File: src/rtl/scytale_decryption_if.sv
// scytale_decryption_if: character stream in, plaintext stream and status out
interface scytale_decryption_if #(
    parameter int D_WIDTH   = 8,
    parameter int KEY_WIDTH = 8
) ();
    logic [D_WIDTH-1:0]   data_i;
    logic                 valid_i;
    logic [KEY_WIDTH-1:0] key_N;
    logic [KEY_WIDTH-1:0] key_M;
    logic [D_WIDTH-1:0]   data_o;
    logic                 valid_o;
    logic                 busy;
    logic                 err_o;

    modport master (
        output data_i, valid_i, key_N, key_M,
        input  data_o, valid_o, busy, err_o
    );

    modport slave (
        input  data_i, valid_i, key_N, key_M,
        output data_o, valid_o, busy, err_o
    );
endinterface

File: src/rtl/scytale_decryption.sv
// scytale_decryption: buffers ciphertext until a start token, then streams the Scytale plaintext
module scytale_decryption #(
    parameter int                 D_WIDTH         = 8,
    parameter int                 KEY_WIDTH       = 8,
    parameter int                 MAX_NOF_CHARS   = 50,
    parameter logic [D_WIDTH-1:0] START_DEC_TOKEN = 8'hFA
) (
    input  logic                 clk_sys,
    input  logic                 rst_n,
    scytale_decryption_if.slave  bus
);
    localparam int CW = $clog2(MAX_NOF_CHARS + 1);
    localparam int PW = 2 * KEY_WIDTH;

    typedef enum logic [1:0] {COLLECT, DECRYPT, FINISH} state_t;

    state_t               state_q, state_d;
    logic [CW-1:0]        wr_cnt_q, wr_cnt_d;
    logic [CW-1:0]        addr_q, addr_d;
    logic [KEY_WIDTH-1:0] key_n_q, key_n_d;
    logic [KEY_WIDTH-1:0] key_m_q, key_m_d;
    logic [KEY_WIDTH-1:0] i_q, i_d;
    logic [KEY_WIDTH-1:0] j_q, j_d;
    logic [D_WIDTH-1:0]   data_q, data_d;
    logic                 valid_q, valid_d;
    logic                 busy_q, busy_d;
    logic                 err_q, err_d;
    logic                 wr_en;
    logic [PW-1:0]        prod;
    logic [PW-1:0]        addr_sum;
    logic [D_WIDTH-1:0]   mem_q [MAX_NOF_CHARS];

    assign prod     = PW'(bus.key_N) * PW'(bus.key_M);
    assign addr_sum = PW'(addr_q) + PW'(key_n_q);

    assign bus.data_o  = data_q;
    assign bus.valid_o = valid_q;
    assign bus.busy    = busy_q;
    assign bus.err_o   = err_q;

    // next-state: collect/validate on token, walk columns of the buffer while decrypting
    always_comb begin
        state_d  = state_q;
        wr_cnt_d = wr_cnt_q;
        addr_d   = addr_q;
        key_n_d  = key_n_q;
        key_m_d  = key_m_q;
        i_d      = i_q;
        j_d      = j_q;
        data_d   = '0;
        valid_d  = 1'b0;
        err_d    = 1'b0;
        wr_en    = 1'b0;
        case (state_q)
            COLLECT: begin
                if (bus.valid_i && bus.data_i != START_DEC_TOKEN) begin
                    if (wr_cnt_q != CW'(MAX_NOF_CHARS)) begin
                        wr_en    = 1'b1;
                        wr_cnt_d = wr_cnt_q + CW'(1);
                    end
                end else if (bus.valid_i) begin
                    key_n_d = bus.key_N;
                    key_m_d = bus.key_M;
                    if (wr_cnt_q == '0) begin
                        state_d = COLLECT;
                    end else if (bus.key_N == '0 || bus.key_M == '0 || prod != PW'(wr_cnt_q)) begin
                        err_d    = 1'b1;
                        wr_cnt_d = '0;
                    end else begin
                        i_d     = '0;
                        j_d     = '0;
                        addr_d  = '0;
                        state_d = DECRYPT;
                    end
                end
            end
            DECRYPT: begin
                data_d  = mem_q[addr_q];
                valid_d = 1'b1;
                if (j_q == key_m_q - KEY_WIDTH'(1)) begin
                    j_d    = '0;
                    i_d    = i_q + KEY_WIDTH'(1);
                    addr_d = CW'(i_q + KEY_WIDTH'(1));
                    if (i_q == key_n_q - KEY_WIDTH'(1))
                        state_d = FINISH;
                end else begin
                    j_d    = j_q + KEY_WIDTH'(1);
                    addr_d = CW'(addr_sum);
                end
            end
            default: begin
                wr_cnt_d = '0;
                state_d  = COLLECT;
            end
        endcase
        busy_d = state_d != COLLECT;
    end

    // state and output registers, cleared asynchronously
    always_ff @(posedge clk_sys or negedge rst_n) begin
        if (!rst_n) begin
            state_q  <= COLLECT;
            wr_cnt_q <= '0;
            addr_q   <= '0;
            key_n_q  <= '0;
            key_m_q  <= '0;
            i_q      <= '0;
            j_q      <= '0;
            data_q   <= '0;
            valid_q  <= 1'b0;
            busy_q   <= 1'b0;
            err_q    <= 1'b0;
        end else begin
            state_q  <= state_d;
            wr_cnt_q <= wr_cnt_d;
            addr_q   <= addr_d;
            key_n_q  <= key_n_d;
            key_m_q  <= key_m_d;
            i_q      <= i_d;
            j_q      <= j_d;
            data_q   <= data_d;
            valid_q  <= valid_d;
            busy_q   <= busy_d;
            err_q    <= err_d;
        end
    end

    // character buffer; contents are don't-care after reset so it has none
    always_ff @(posedge clk_sys) begin
        if (wr_en)
            mem_q[wr_cnt_q] <= bus.data_i;
    end
endmodule

File: src/flat_wrapper.sv
// flat-port wrapper written by rule: the top's interface ports become plain ports
module scytale_decryption_flat 
#(
    parameter int                 D_WIDTH         = 8,
    parameter int                 KEY_WIDTH       = 8,
    parameter int                 MAX_NOF_CHARS   = 50,
    parameter logic [D_WIDTH-1:0] START_DEC_TOKEN = 8'hFA
)
  (clk_sys, rst_n, bus_data_i, bus_valid_i, bus_key_N, bus_key_M, bus_data_o, bus_valid_o, bus_busy, bus_err_o);
  scytale_decryption_if #(.D_WIDTH(D_WIDTH), .KEY_WIDTH(KEY_WIDTH)) bus_i ();
  input  logic clk_sys;
  input  logic rst_n;
  input wire logic [$bits(bus_i.data_i)-1:0] bus_data_i;
  input wire logic [$bits(bus_i.valid_i)-1:0] bus_valid_i;
  input wire logic [$bits(bus_i.key_N)-1:0] bus_key_N;
  input wire logic [$bits(bus_i.key_M)-1:0] bus_key_M;
  output wire logic [$bits(bus_i.data_o)-1:0] bus_data_o;
  output wire logic [$bits(bus_i.valid_o)-1:0] bus_valid_o;
  output wire logic [$bits(bus_i.busy)-1:0] bus_busy;
  output wire logic [$bits(bus_i.err_o)-1:0] bus_err_o;
  assign bus_i.data_i = bus_data_i;
  assign bus_i.valid_i = bus_valid_i;
  assign bus_i.key_N = bus_key_N;
  assign bus_i.key_M = bus_key_M;
  assign bus_data_o = bus_i.data_o;
  assign bus_valid_o = bus_i.valid_o;
  assign bus_busy = bus_i.busy;
  assign bus_err_o = bus_i.err_o;
  scytale_decryption #(.D_WIDTH(D_WIDTH), .KEY_WIDTH(KEY_WIDTH), .MAX_NOF_CHARS(MAX_NOF_CHARS), .START_DEC_TOKEN(START_DEC_TOKEN)) u_core (.clk_sys(clk_sys), .rst_n(rst_n), .bus(bus_i));
endmodule
File: config.mk
export PLATFORM = sky130hd
export DESIGN_NAME = scytale_decryption_flat
export DESIGN_NICKNAME = d
export VERILOG_FILES = /design/src/rtl/scytale_decryption_if.sv /design/src/rtl/scytale_decryption.sv /design/src/flat_wrapper.sv
export SDC_FILE = /design/constraint.sdc
export NUM_CORES = 1
export LEC_CHECK = 0
export BUFFER_PORTS_ARGS = -buffer_cell sky130_fd_sc_hd__buf_2
export CORE_MARGIN = 2
export CORE_UTILIZATION = 55
export CTS_CLUSTER_SIZE = 10
export DETAILED_ROUTE_END_ITERATION = 12
export PLACE_DENSITY = 0.72
export SETUP_SLACK_MARGIN = 0.1
export SLEW_MARGIN = 20
export SYNTH_ARGS = -nofsm -noshare
export SYNTH_HDL_FRONTEND = slang
export SYNTH_SLANG_ARGS = --single-unit
File: constraint.sdc
create_clock -name clk_sys -period 7.72 [get_ports clk_sys]
set_input_delay 1.158 -clock clk_sys [delete_from_list [all_inputs] [get_ports clk_sys]]
set_output_delay 1.158 -clock clk_sys [all_outputs]
set_load 0.02 [all_outputs]
# Yosys cells after proc, flatten, opt, wreduce, memory -nomap -nowiden
# Memory sizes are Yosys's and may differ from the RTL's.
# Cells that the tools add are included.
[totals]
input_bits = 27
out_inout_bits = 11
wordCells = 88
mem_count = 1
mem_bits_rw = 400
ff_bits = 57
[memory_table]
columns = ["name", "words", "word_bits", "rd", "rd_clocked_by_memory_dff", "wr", "line_no", "source"]
rows = [
  ["u_core.mem_q", 50, 8, 1, 0, 1, "scytale_decryption.sv:31", "logic [D_WIDTH-1:0] mem_q [MAX_NOF_CHARS];"],
]
[classes]
addsub = 6
reduce_logical = 13
n_eq_ne = 15
n_mul = 1
bitwise_logic = 2
mux = 39
[op_table]
columns = ["op", "n"]
rows = [
  ["$mux 6", 10],
  ["$mux 8", 7],
  ["$pmux 8 s2", 2],
  ["$pmux 6 s2", 2],
  ["$add 8x1->8 const B", 2],
  ["$eq 8x8->1", 2],
  ["$logic_not 8->1", 2],
  ["$mul 8x8->16", 1],
  ["$ne 16x6->1", 1],
  ["$sub 8x1->8 const B", 2],
  ["$mux 2", 6],
  ["$mux 1", 11],
  ["$reduce_and 5->1", 2],
  ["$ne 2x2->1 const B", 4],
  ["$ne 8x8->1 const B", 1],
  ["$add 6x1->6 const B", 1],
  ["$add 6x6->6", 1],
  ["$logic_not 6->1", 1],
  ["$ne 3x2->1 const B", 2],
  ["$ne 6x6->1 const B", 1],
  ["$reduce_and 6->1", 1],
  ["$pmux 2 s2", 1],
  ["$reduce_bool 2->1", 2],
  ["$ne 3x1->1 const B", 1],
  ["8 further kinds", 10],
]

# Longest topological paths before layout
# Gate-level depths: netlist (run 1).
[depth]
word_depth = 9
mapped_depth = 22
mapped_depth_nobuf = 18

# Worst setup path after synthesis (run 1)
# No wires, ideal clock.
[synth_path]
kind = "input -> register"
startpoint = "in bus_key_M[2]"
endpoint = "reg u_core.j_q[5]"
t_arrival_ns = 6.294
n_path_buf = 2
required_time_ns = 7.647
setup_slack_ns = 1.352
stages = 19
setup_time_ns = 0.073
path_cell_list = "clkbuf_1 -> and2_1 -> fa_1 -> inv_1 -> fa_1 -> fa_1 -> fa_1 -> inv_1 -> ha_1 -> and3_1 -> a221oi_2 -> o21ai_0 -> xor2_1 -> nand4b_1 -> or4_4 -> o31a_1 -> buf_6 -> or4_4 -> a21oi_2"
[synth_between]
elab_chain_len = 5
elab_cells_between_ends = 7
classes_between = "mul: 1; eq/ne: 2; reduce/logical: 4"
[synth_lines]
columns = ["element", "line_no", "source"]
rows = [
  ["start: declaration", "flat_wrapper.sv:16", "input wire logic [$bits(bus_i.key_M)-1:0] bus_key_M;"],
  ["$mul 8x8->16 or $logic_not 8->1 (tied branches)", "scytale_decryption.sv:33, scytale_decryption.sv:66", ""],
  ["$ne 16x6->1 or $logic_or 1x1->1 (tied branches)", "scytale_decryption.sv:66", "end else if (bus.key_N == '0 || bus.key_M == '0 || prod != PW'(wr_cnt_q)) begin"],
  ["$logic_or 1x1->1 *", "scytale_decryption.sv:66", ""],
  ["$ne 2x2->1 (no line) *", "--", ""],
  ["$reduce_and 5->1 (no line) *", "--", ""],
  ["end signal: assignment", "scytale_decryption.sv:120", "j_q <= j_d;"],
  ["end: declaration", "scytale_decryption.sv:23", "logic [KEY_WIDTH-1:0] j_q, j_d;"],
]
# Mark *: on every way between the ends. The rest lies on a longest branch, timed or not.
# A chain may end at the register's enable or synchronous reset.

# Final worst setup path (run 1)
# Same ends and word-level chain as after synthesis.

==> results of run 1 <==
state kept, by name (all words and copies together), names as in the netlist:
register            cells
u_core.addr_q           6
u_core.bus.busy         1
u_core.bus.data_o       8
u_core.bus.err_o        1
u_core.bus.valid_o      1
u_core.i_q              8
u_core.j_q              8
u_core.key_m_q          8
u_core.key_n_q          8
u_core.mem_q          400
u_core.state_q          2
u_core.wr_cnt_q         6
report_power, final:
part / switching [uW] / total [uW] / leakage [uW] / internal (uW)
clock network: 908 / 2150 / 0.000692 / 1240
logic: 1120 / 2270 / 0.00304 / 1150
registers: 236 / 3000 / 0.00425 / 2770
worst min-delay path by stage:
stage          cells after the start           endpoint              start  slack (ns)
5_1_grt                            1  u_core.key_n_q[7]  u_core.key_n_q[7]        0.56
6_report                           1  u_core.key_n_q[7]  u_core.key_n_q[7]        0.54
3_5_place_dp                       1  u_core.key_n_q[7]  u_core.key_n_q[7]        0.53
4_1_cts                            1  u_core.key_n_q[7]  u_core.key_n_q[7]        0.54
3_3_place_gp                       1  u_core.key_n_q[7]  u_core.key_n_q[7]        0.53
2_1_floorplan                      1  u_core.key_n_q[7]  u_core.key_n_q[7]        0.50
cells in the final DEF, fill, tap and decap left out, drive strengths merged, types with 5 or more instances in the layout:
| cell type | n |
|---|---|
| mux2 | 20 |
| o21ai | 35 |
| ha | 48 |
| or4 | 5 |
| a21oi | 27 |
| dfrtp | 57 |
| xnor2 | 25 |
| mux2i | 9 |
| mux4 | 128 |
| buf | 52 |
| a21o | 7 |
| nand3 | 22 |
| and3 | 5 |
| edfxtp | 400 |
| fa | 37 |
| nand4 | 6 |
| or3 | 5 |
| nor2 | 80 |
| inv | 69 |
| a31oi | 7 |
| clkbuf | 73 |
| nand2 | 65 |
| xor2 | 16 |
| nor4 | 7 |
| nor3 | 11 |
| nand2b | 13 |
| and2 | 49 |
per-layer routing:
metal  share of wire, %  up-vias  wire length, um
li1                   -     4907                -
met1                 43     5927            19600
met2                 47      498            21300
met3                7.7       77             3510
met4                2.5        0             1160
met5                  0        -                0
worst max-delay path: cells and delay by family:
| family | cells | cell delay, ns |
|---|---|---|
| and+or+nand+nor | 5 | 1.67 |
| xor gates and xnor gates | 1 | 0.23 |
| buffers and inverters | 3 | 0.27 |
| AOI/OAI and AO/OA | 4 | 1.18 |
| adders and majority gates | 5 | 2.41 |
cell families (layout without fill, tap and decap cells):
kind of cell,count (synthesis),after routing,synth area share (%)
buf+inv,132,198,2.47
simple gates,291,291,7.00
mux,157,157,15.3
fa+ha+maj,85,85,6.40
compound gates,101,101,3.04
xor+xnor,41,41,1.71
flops,457,457,64.1
per-stage QoR:
stage               setup slack, ns  hold WS, ns
floorplan                      1.35        0.501
global placement              0.950        0.529
detailed placement            0.782        0.530
CTS                            1.36        0.543
global route                   1.11        0.563
finish                         1.30        0.537
area by class of cell:
type / instances / area, sq um
Sequential cell: 457 / 13400
Fill cell: 2675 / 14500
Multi-Input combinational cell: 675 / 7000
Tap cell: 511 / 639
Clock inverter: 4 / 36.3
Inverter: 69 / 259
Timing Repair Buffer: 52 / 298
Clock buffer: 73 / 1400
==> impl_metrics.toml, run 1 <==
[sta]
setup_viol = 0
skew_ns = 0.0147
final-hold-violation-count = 0
min_period_ns = 6.42
rsz0062_at_grt = "false"
fin_tns_setup_ns = 0
max_freq_mhz = 156
fin_crit_sh_pct = 83.1
slew_headroom_pct = 27.0
maxSlewViolCount = 0
worstMarginPinSlew_ns = 1.09

[floorplan]
rows = 71
io_pins = 38
dieArea_sq_um = 39700
initial_core_util_pct = 55.8
core_area_sq_um = 37600
die-height_um = 199
die_w_um = 199

[yosys]
syn-instance-count = 1264
synth.top_cell.area_share_pct = 57.3
synth.distinct_cells = 58
synth.most_common_cell = "edfxtp_1"
yosys_most_used_dff = "edfxtp_1"
syn_avg_cell_area_sq_um = 16.6
synth_area_leaders = "edfxtp_1, mux4_2, dfrtp_1"
ys_async_sr_fraction_pct = 12.5
ys_seq_elements = 457
ys_seq_area_share_pct = 64.1
syn_nets = 1376
yosysTopAreaCell = "edfxtp_1"
synth_edf_count = 400
synthTopCellsByCount = "edfxtp_1, mux4_2, nor2_1"
yosysWarningCount = 0
syn-cell-area_sq_um = 21000

[clock_network]
cts.sinks = 457
cts_buffer_depth = 3
tritoncts = "built"
clock_latency_ns = 0.58
ctsResizeCount = 0
cts_buffers = 52
ctsHoldBuffers = 0
cts_root_buffer = "clkbuf_16"
clk_pin_slew_ns = 0.06
cts_max_level = 2
post-cts-setup-buffers = 0

[placement]
dp.cells = 1764
gp_congestion = 0.861
place_area_sq_um = 21600
portBuffers = 37
hpwl_um = 28600

[global_route]
grt_pass1_vias = 11100
grt_use_total_pct = 23.8
grt_pass1_wl_um = 69400
grt_max_degree = 73
globalRouteOverflowTotal = 0
met3_usage_pct = 4.17
gr-usage-met2_pct = 35.8
top_usage_layer = "met1"
antenna_found_initial = 1
use_met1_pct = 35.9

[status]
status = "finished, final reports clean"

[layout]
fin_util_pct = 61.4
nets = 1419
drive_gt1_share_pct = 20.4
fin_area_sq_um = 23100
finalNonFillerCells = 1841
n_antenna_cell = 0
syn2layout_area_growth_pct = 10.1

[detailed_routing]
routed_via_density = 6.20
wl_um = 45500
drtIter0Drc = 1171
drt.antenna.violating_nets = 0
vias = 11400
remaining_drc_errors = 0
drt-wirelength-per-cell_um = 24.7
dr.pass1.iters = 6

[power]
total_power_uw = 7420
powerDensity_nw_per_um2 = 321
leakagePower_uw = 0.00798
ir_worst_vdd_mv = 0.316

[critical_path]
max_stage_delay_ns = 0.61
critical_path.endpoint = "u_core.j_q[5]"
worstReg2RegStart = "u_core.addr_q[0]"
start_kind = "input port"
r2r_end = "u_core.bus.data_o[1]"
crit_fanout = 20
crit_type = "input port to register"
end_kind = "register"
cp_data_arrival_time_ns = 6.92
r2r_cells = 5
path_common_cell = "fa_1"
startpoint = "bus_key_M[2]"
cp_cell_sequence = "buf_2 -> and2_1 -> fa_1 -> inv_1 -> fa_1 -> fa_1 -> fa_1 -> inv_1 -> ha_1 -> and3_1 -> a221oi_2 -> o21ai_0 -> xnor2_1 -> nand4b_1 -> or4_4 -> o31a_1 -> or4_4 -> a21oi_2"
rrSetupSlack_ns = 3.88
critPathSlowestCell = "or4_4"
critPathRequiredTime_ns = 8.23

[min_path]
hp-class = "register to register"

[flow_run]
maxCapViolations = 0
Note: power is estimated with default switching activity, not from simulation.
==> run 2, diff against run 1 <==
Settings changed: ABC_AREA set to 1.
Clock period 7.72 ns to 6.1 ns, I/O delays scaled along.
==> impl_metrics.toml, run 2 <==
[clock_network]
post-cts-setup-buffers = 0
ctsResizeCount = 0
cts.sinks = 457
cts_buffer_depth = 3
tritoncts = "built"
cts_root_buffer = "clkbuf_16"
ctsHoldBuffers = 0
cts_max_level = 2
clock_latency_ns = 0.59
cts_buffers = 52
clk_pin_slew_ns = 0.05

[detailed_routing]
dr.pass1.iters = 5
routed_via_density = 5.85
wl_met1_um = 21900
wl_um = 52700
vias = 15100
wl_met3_um = 3770
drt-wirelength-per-cell_um = 20.4
wl_met2_um = 25000
drt.antenna.violating_nets = 0
remaining_drc_errors = 0
drtIter0Drc = 1426
dr.max_layer_used = "met4"

[yosys]
synth_edf_count = 400
synth_xor_area_share_pct = 1.48
yosysWarningCount = 0
synth.most_common_cell = "edfxtp_1"
synth.top_cell.area_share_pct = 54.7
syn_nets = 2137
ys_async_sr_fraction_pct = 12.5
synth-compound-area-share_pct = 10.2
syn-cell-area_sq_um = 21900
syn-instance-count = 2025
synth-simple-area-share_pct = 15.1
synth_fa_ha_area_share_pct = 6.11
ys_seq_elements = 457
syn_avg_cell_area_sq_um = 10.8
yosysTopAreaCell = "edfxtp_1"
ys_seq_area_share_pct = 61.2
synthTopCellsByCount = "edfxtp_1, nor2_1, nand2_1"
synth_top_family_by_area = "simple AND/OR/NAND/NOR gates"
synth.distinct_cells = 48
muxShareOfSynthArea_pct = 0.354
yosys_most_used_dff = "edfxtp_1"
synth_area_leaders = "edfxtp_1, dfrtp_1, nor2_1"

[layout]
fill_cells = 3146
nets = 2140
n_antenna_cell = 0
final_common_cell = "edfxtp_1"
regMostFlops = "u_core.mem_q"
regArea_sq_um = 13400
multi_input_area_sq_um = 7310
syn2layout_area_growth_pct = 9.00
largest_reg_flops = 400
layout_common_cells = "edfxtp_1, nor2_1, nand2_1"
drive_gt1_share_pct = 9.31

[power]
leakagePower_uw = 0.00900
ir_worst_vdd_mv = 0.202
total_power_uw = 7020
powerDensity_nw_per_um2 = 293

[sta]
slew_headroom_pct = 31.1
worstMarginPinSlew_ns = 1.03
setup_viol = 0
final-hold-violation-count = 0
max_freq_mhz = 218
fin_tns_setup_ns = 0
fin_crit_sh_pct = 75.1
rsz0062_at_grt = "false"
min_period_ns = 4.58
maxSlewViolCount = 0
skew_ns = 0.0176

[floorplan]
die-height_um = 204
initial_core_util_pct = 55.5
die_w_um = 204
core_area_sq_um = 39500
io_pins = 38
dieArea_sq_um = 41500
rows = 73

[critical_path]
cp_data_arrival_time_ns = 5.05
end_kind = "register"
max_stage_delay_ns = 0.55
worstReg2RegStart = "u_core.addr_q[0]"
critPathSlowestCell = "fa_1"
worstSetupPathDepth = 22
cp_cell_sequence = "buf_2 -> nand2_1 -> inv_1 -> fa_1 -> inv_1 -> fa_1 -> fa_1 -> fa_1 -> inv_1 -> ha_1 -> nand2_2 -> inv_1 -> a21oi_1 -> nand3_1 -> nand2_1 -> nand3_1 -> nor2_1 -> nand3_2 -> nand2_2 -> nand2_4 -> nand2_1 -> nand2_1"
critPathRequiredTime_ns = 6.58
crit_fanout = 10
r2r_end = "u_core.bus.data_o[6]"
start_kind = "input port"
crit_type = "input port to register"
rrSetupSlack_ns = 2.62
cp_top_family = "adder cells"
r2r_cells = 8
path_buf_inv = 5

[global_route]
antenna_found_initial = 0
globalRouteOverflowTotal = 0
grt_use_total_pct = 25.9
grt_max_degree = 92
grt_pass1_vias = 14900
grt_pass1_wl_um = 82700

[placement]
hpwl_um = 32400
portBuffers = 37
gp_congestion = 0.844

[flow_run]
maxCapViolations = 0

[status]
status = "finished, final reports clean"

[min_path]
hp-class = "input port to asynchronous set/reset pin"
-- run 2: kinds of logic after synthesis --
| family | Yosys count |
|---|---|
| AND/OR/NAND/NOR | 768 |
| flip-flops | 457 |
| AO/OA/AOI/OAI | 383 |
| buffers and inverters | 288 |
| adder cells (fa/ha/maj) | 85 |
| XOR/XNOR | 37 |
| multiplexers | 7 |
-- run 2: power breakdown --
group | total [uW] | leakage [uW] | switching (uW) | internal [uW]
registers | 3400 | 0.00429 | 0 | 3400
clock network | 2790 | 0.000717 | 1150 | 1640
logic | 831 | 0.00400 | 543 | 288
total | 7020 | 0.00900 | 1690 | 5330
-- run 2: cell type report --
cell class	count	area share (%)
Sequential cell	457	56.2
Tap cell	525	2.75
Clock buffer	74	5.96
Clock inverter	4	0.220
Multi-Input combinational cell	1280	30.6
Inverter	177	2.79
Timing Repair Buffer	60	1.50
-- run 2: per-stage QoR --
step	area [sq um]	hold slack [ns]	utilization [%]	setup slack, ns	std cells
finish	23900	0.484	60.5	1.52	2577
detailed placement	22400	0.535	56.7	0.894	2499
global placement	22400	0.522	56.7	0.979	2499
CTS	23900	0.504	60.5	1.50	2577
floorplan	21900	0.483	-	1.24	2025
global route	23900	0.543	60.5	1.19	2577
-- run 2: worst max path at each step --
| stage | slack (ns) | from | to |
|---|---|---|---|
| CTS | 1.50 | bus_key_M[2] | u_core.i_q[6] |
| detailed placement | 0.89 | bus_key_M[2] | u_core.i_q[6] |
| global route | 1.19 | bus_key_M[2] | u_core.i_q[7] |
| floorplan | 1.24 | bus_key_N[7] | u_core.i_q[2] |
| finish | 1.52 | bus_key_M[2] | u_core.i_q[6] |
| global placement | 0.98 | bus_key_M[2] | u_core.i_q[6] |
-- run 2: metal layers --
metal  up-vias  global-route usage [%]
li1       7035                       -
met1      7315                    34.7
met2       597                    42.4
met3       132                    4.44
met4         0                    9.98
met5         -                       0
==> run 3, diff against run 2 <==
Clock period 6.1 ns to 4.3 ns, I/O delays scaled along.
==> impl_metrics.toml, run 3 (synthesized netlist as in run 2, its figures left out) <==
[sta]
maxSlewViolCount = 0
final-hold-violation-count = 0
rsz0062_at_grt = "false"
slew_headroom_pct = 38.1
fin_hold_ws_ns = 0.175
max_freq_mhz = 249
fin_tns_setup_ns = 0
setup_viol = 0
skew_ns = 0.0337
postLayoutSetupSlackWorst_ns = 0.286
fin_crit_sh_pct = 93.4
min_period_ns = 4.01
worstMarginPinSlew_ns = 0.925

[global_route]
grt_max_degree = 91
globalRouteOverflowTotal = 0
antenna_found_initial = 0
grt_pass1_vias = 15100
grt_use_total_pct = 26.2
grt_pass1_wl_um = 83400

[placement]
portBuffers = 37
dp_slack_ns = -0.384
gp_congestion = 0.924
hpwl_um = 33400
place_area_sq_um = 23100

[critical_path]
cp_data_arrival_time_ns = 4.50
worstReg2RegStart = "u_core.addr_q[0]"
crit_fanout = 9
critPathRequiredTime_ns = 4.79
start_kind = "input port"
end_kind = "register"
r2r_end = "u_core.bus.data_o[7]"
r2r_cells = 10
rrSetupSlack_ns = 1.05
crit_type = "input port to register"

[detailed_routing]
routed_via_density = 5.87
dr.pass1.iters = 6
drt.antenna.violating_nets = 0
remaining_drc_errors = 0
drtIter0Drc = 1523
vias = 15500
wl_um = 53500
drt-wirelength-per-cell_um = 20.3

[layout]
n_antenna_cell = 0
largest_reg_flops = 400
syn2layout_area_growth_pct = 12.6
fin_area_sq_um = 24700
nets = 2210
drive_gt1_share_pct = 14.0
regMostFlops = "u_core.mem_q"
final_common_cell = "edfxtp_1"
layout_common_cells = "edfxtp_1, nor2_1, nand2_1"

[power]
leakagePower_uw = 0.00937
pwr-share-comb_pct = 14.9
ir_worst_vdd_mv = 0.265
p_sw_uw = 2520
pwr-share-seq_pct = 46.9
pwr-share-clk_pct = 38.2
intPower_uw = 7770
swShare_pct = 24.5
powerDensity_nw_per_um2 = 416

[clock_network]
cts_buffers = 52
clk_pin_slew_ns = 0.06
clock_latency_ns = 0.61
tritoncts = "built"
cts_root_buffer = "clkbuf_16"
cts.sinks = 457
cts_max_level = 2
cts_buffer_depth = 3
ctsHoldBuffers = 0

[floorplan]
rows = 73
die_w_um = 204
dieArea_sq_um = 41500
die-height_um = 204
io_pins = 38
initial_core_util_pct = 55.5
core_area_sq_um = 39500

[flow_run]
maxCapViolations = 0

[min_path]
hp-class = "input port to asynchronous set/reset pin"

[status]
status = "finished, final reports clean"
==> run 3: worst max-delay path: stages <==
cell     delay, ns
buf_4         0.14
nand2_2       0.06
inv_2         0.04
fa_1          0.53
inv_1         0.05
fa_1          0.52
fa_2          0.44
fa_1          0.50
inv_2         0.05
ha_4          0.29
nand2_4       0.07
nor2_4        0.11
nand4_1       0.15
nand4_1       0.14
nand2_2       0.10
nor2_2        0.16
nand3_4       0.14
nand2_4       0.14
nand2_4       0.09
nand2_1       0.08
nand2_1       0.06
==> run 3: how the worst max path moves through the flow <==
stage	from	endpoint
6_report	bus_key_N[4]	u_core.i_q[2]
2_1_floorplan	bus_key_N[4]	u_core.addr_q[1]
3_5_place_dp	bus_key_N[2]	u_core.wr_cnt_q[1]
5_1_grt	bus_key_M[2]	u_core.wr_cnt_q[1]
3_3_place_gp	bus_key_M[6]	u_core.i_q[0]
4_1_cts	bus_key_M[2]	u_core.i_q[2]
==> run 3: layout make-up <==
cell class              instances  area (sq um)
repair buffers                130          1000
inverters                     177           668
well taps                     525           657
flip-flops and latches        457         13400
clock inverters                 4          75.1
clock buffers                  67          1390
fillers                      3027         14800
multi-input cells            1280          7470
==> run 3: routing by layer <==
layer  vias up  part of all wire [%]  wire [um]  track usage, %
met5         -                     0          0               0
met4         0                   3.1       1650            10.3
met3       103                   7.7       4120            4.54
met2       663                    50      26800            44.5
met1      7558                    39      20900            33.7
li1       7171                     -          -               -
==> run 3: power groups by stage <==
stage,logic [uW],registers [uW],clock network [uW]
global placement,1430,4920,0
detailed placement,1450,4920,0
global route,1730,4830,4140
CTS,1460,4830,3970
floorplan,1020,4920,0
finish,1530,4830,3930
==> run 3: through the flow <==
| stage | total power, uW | util [%] | std cells |
|---|---|---|---|
| 6_report | 10300 | 62.5 | 2640 |
| 3_3_place_gp | 6350 | 58.4 | 2565 |
| 5_1_grt | 10700 | 62.5 | 2640 |
| 2_1_floorplan | 5940 | - | 2025 |
| 4_1_cts | 10300 | 62.1 | 2636 |
| 3_5_place_dp | 6370 | 58.4 | 2565 |
==> run 3: what timing repair did <==
| item | CTS | global route |
|---|---|---|
| endpoints found under the hold margin | 0 | 0 |
| setup endpoints to repair | 0 | 29 |
| setup buffers | 0 | 4 |
| resized for setup | 0 | 36 |
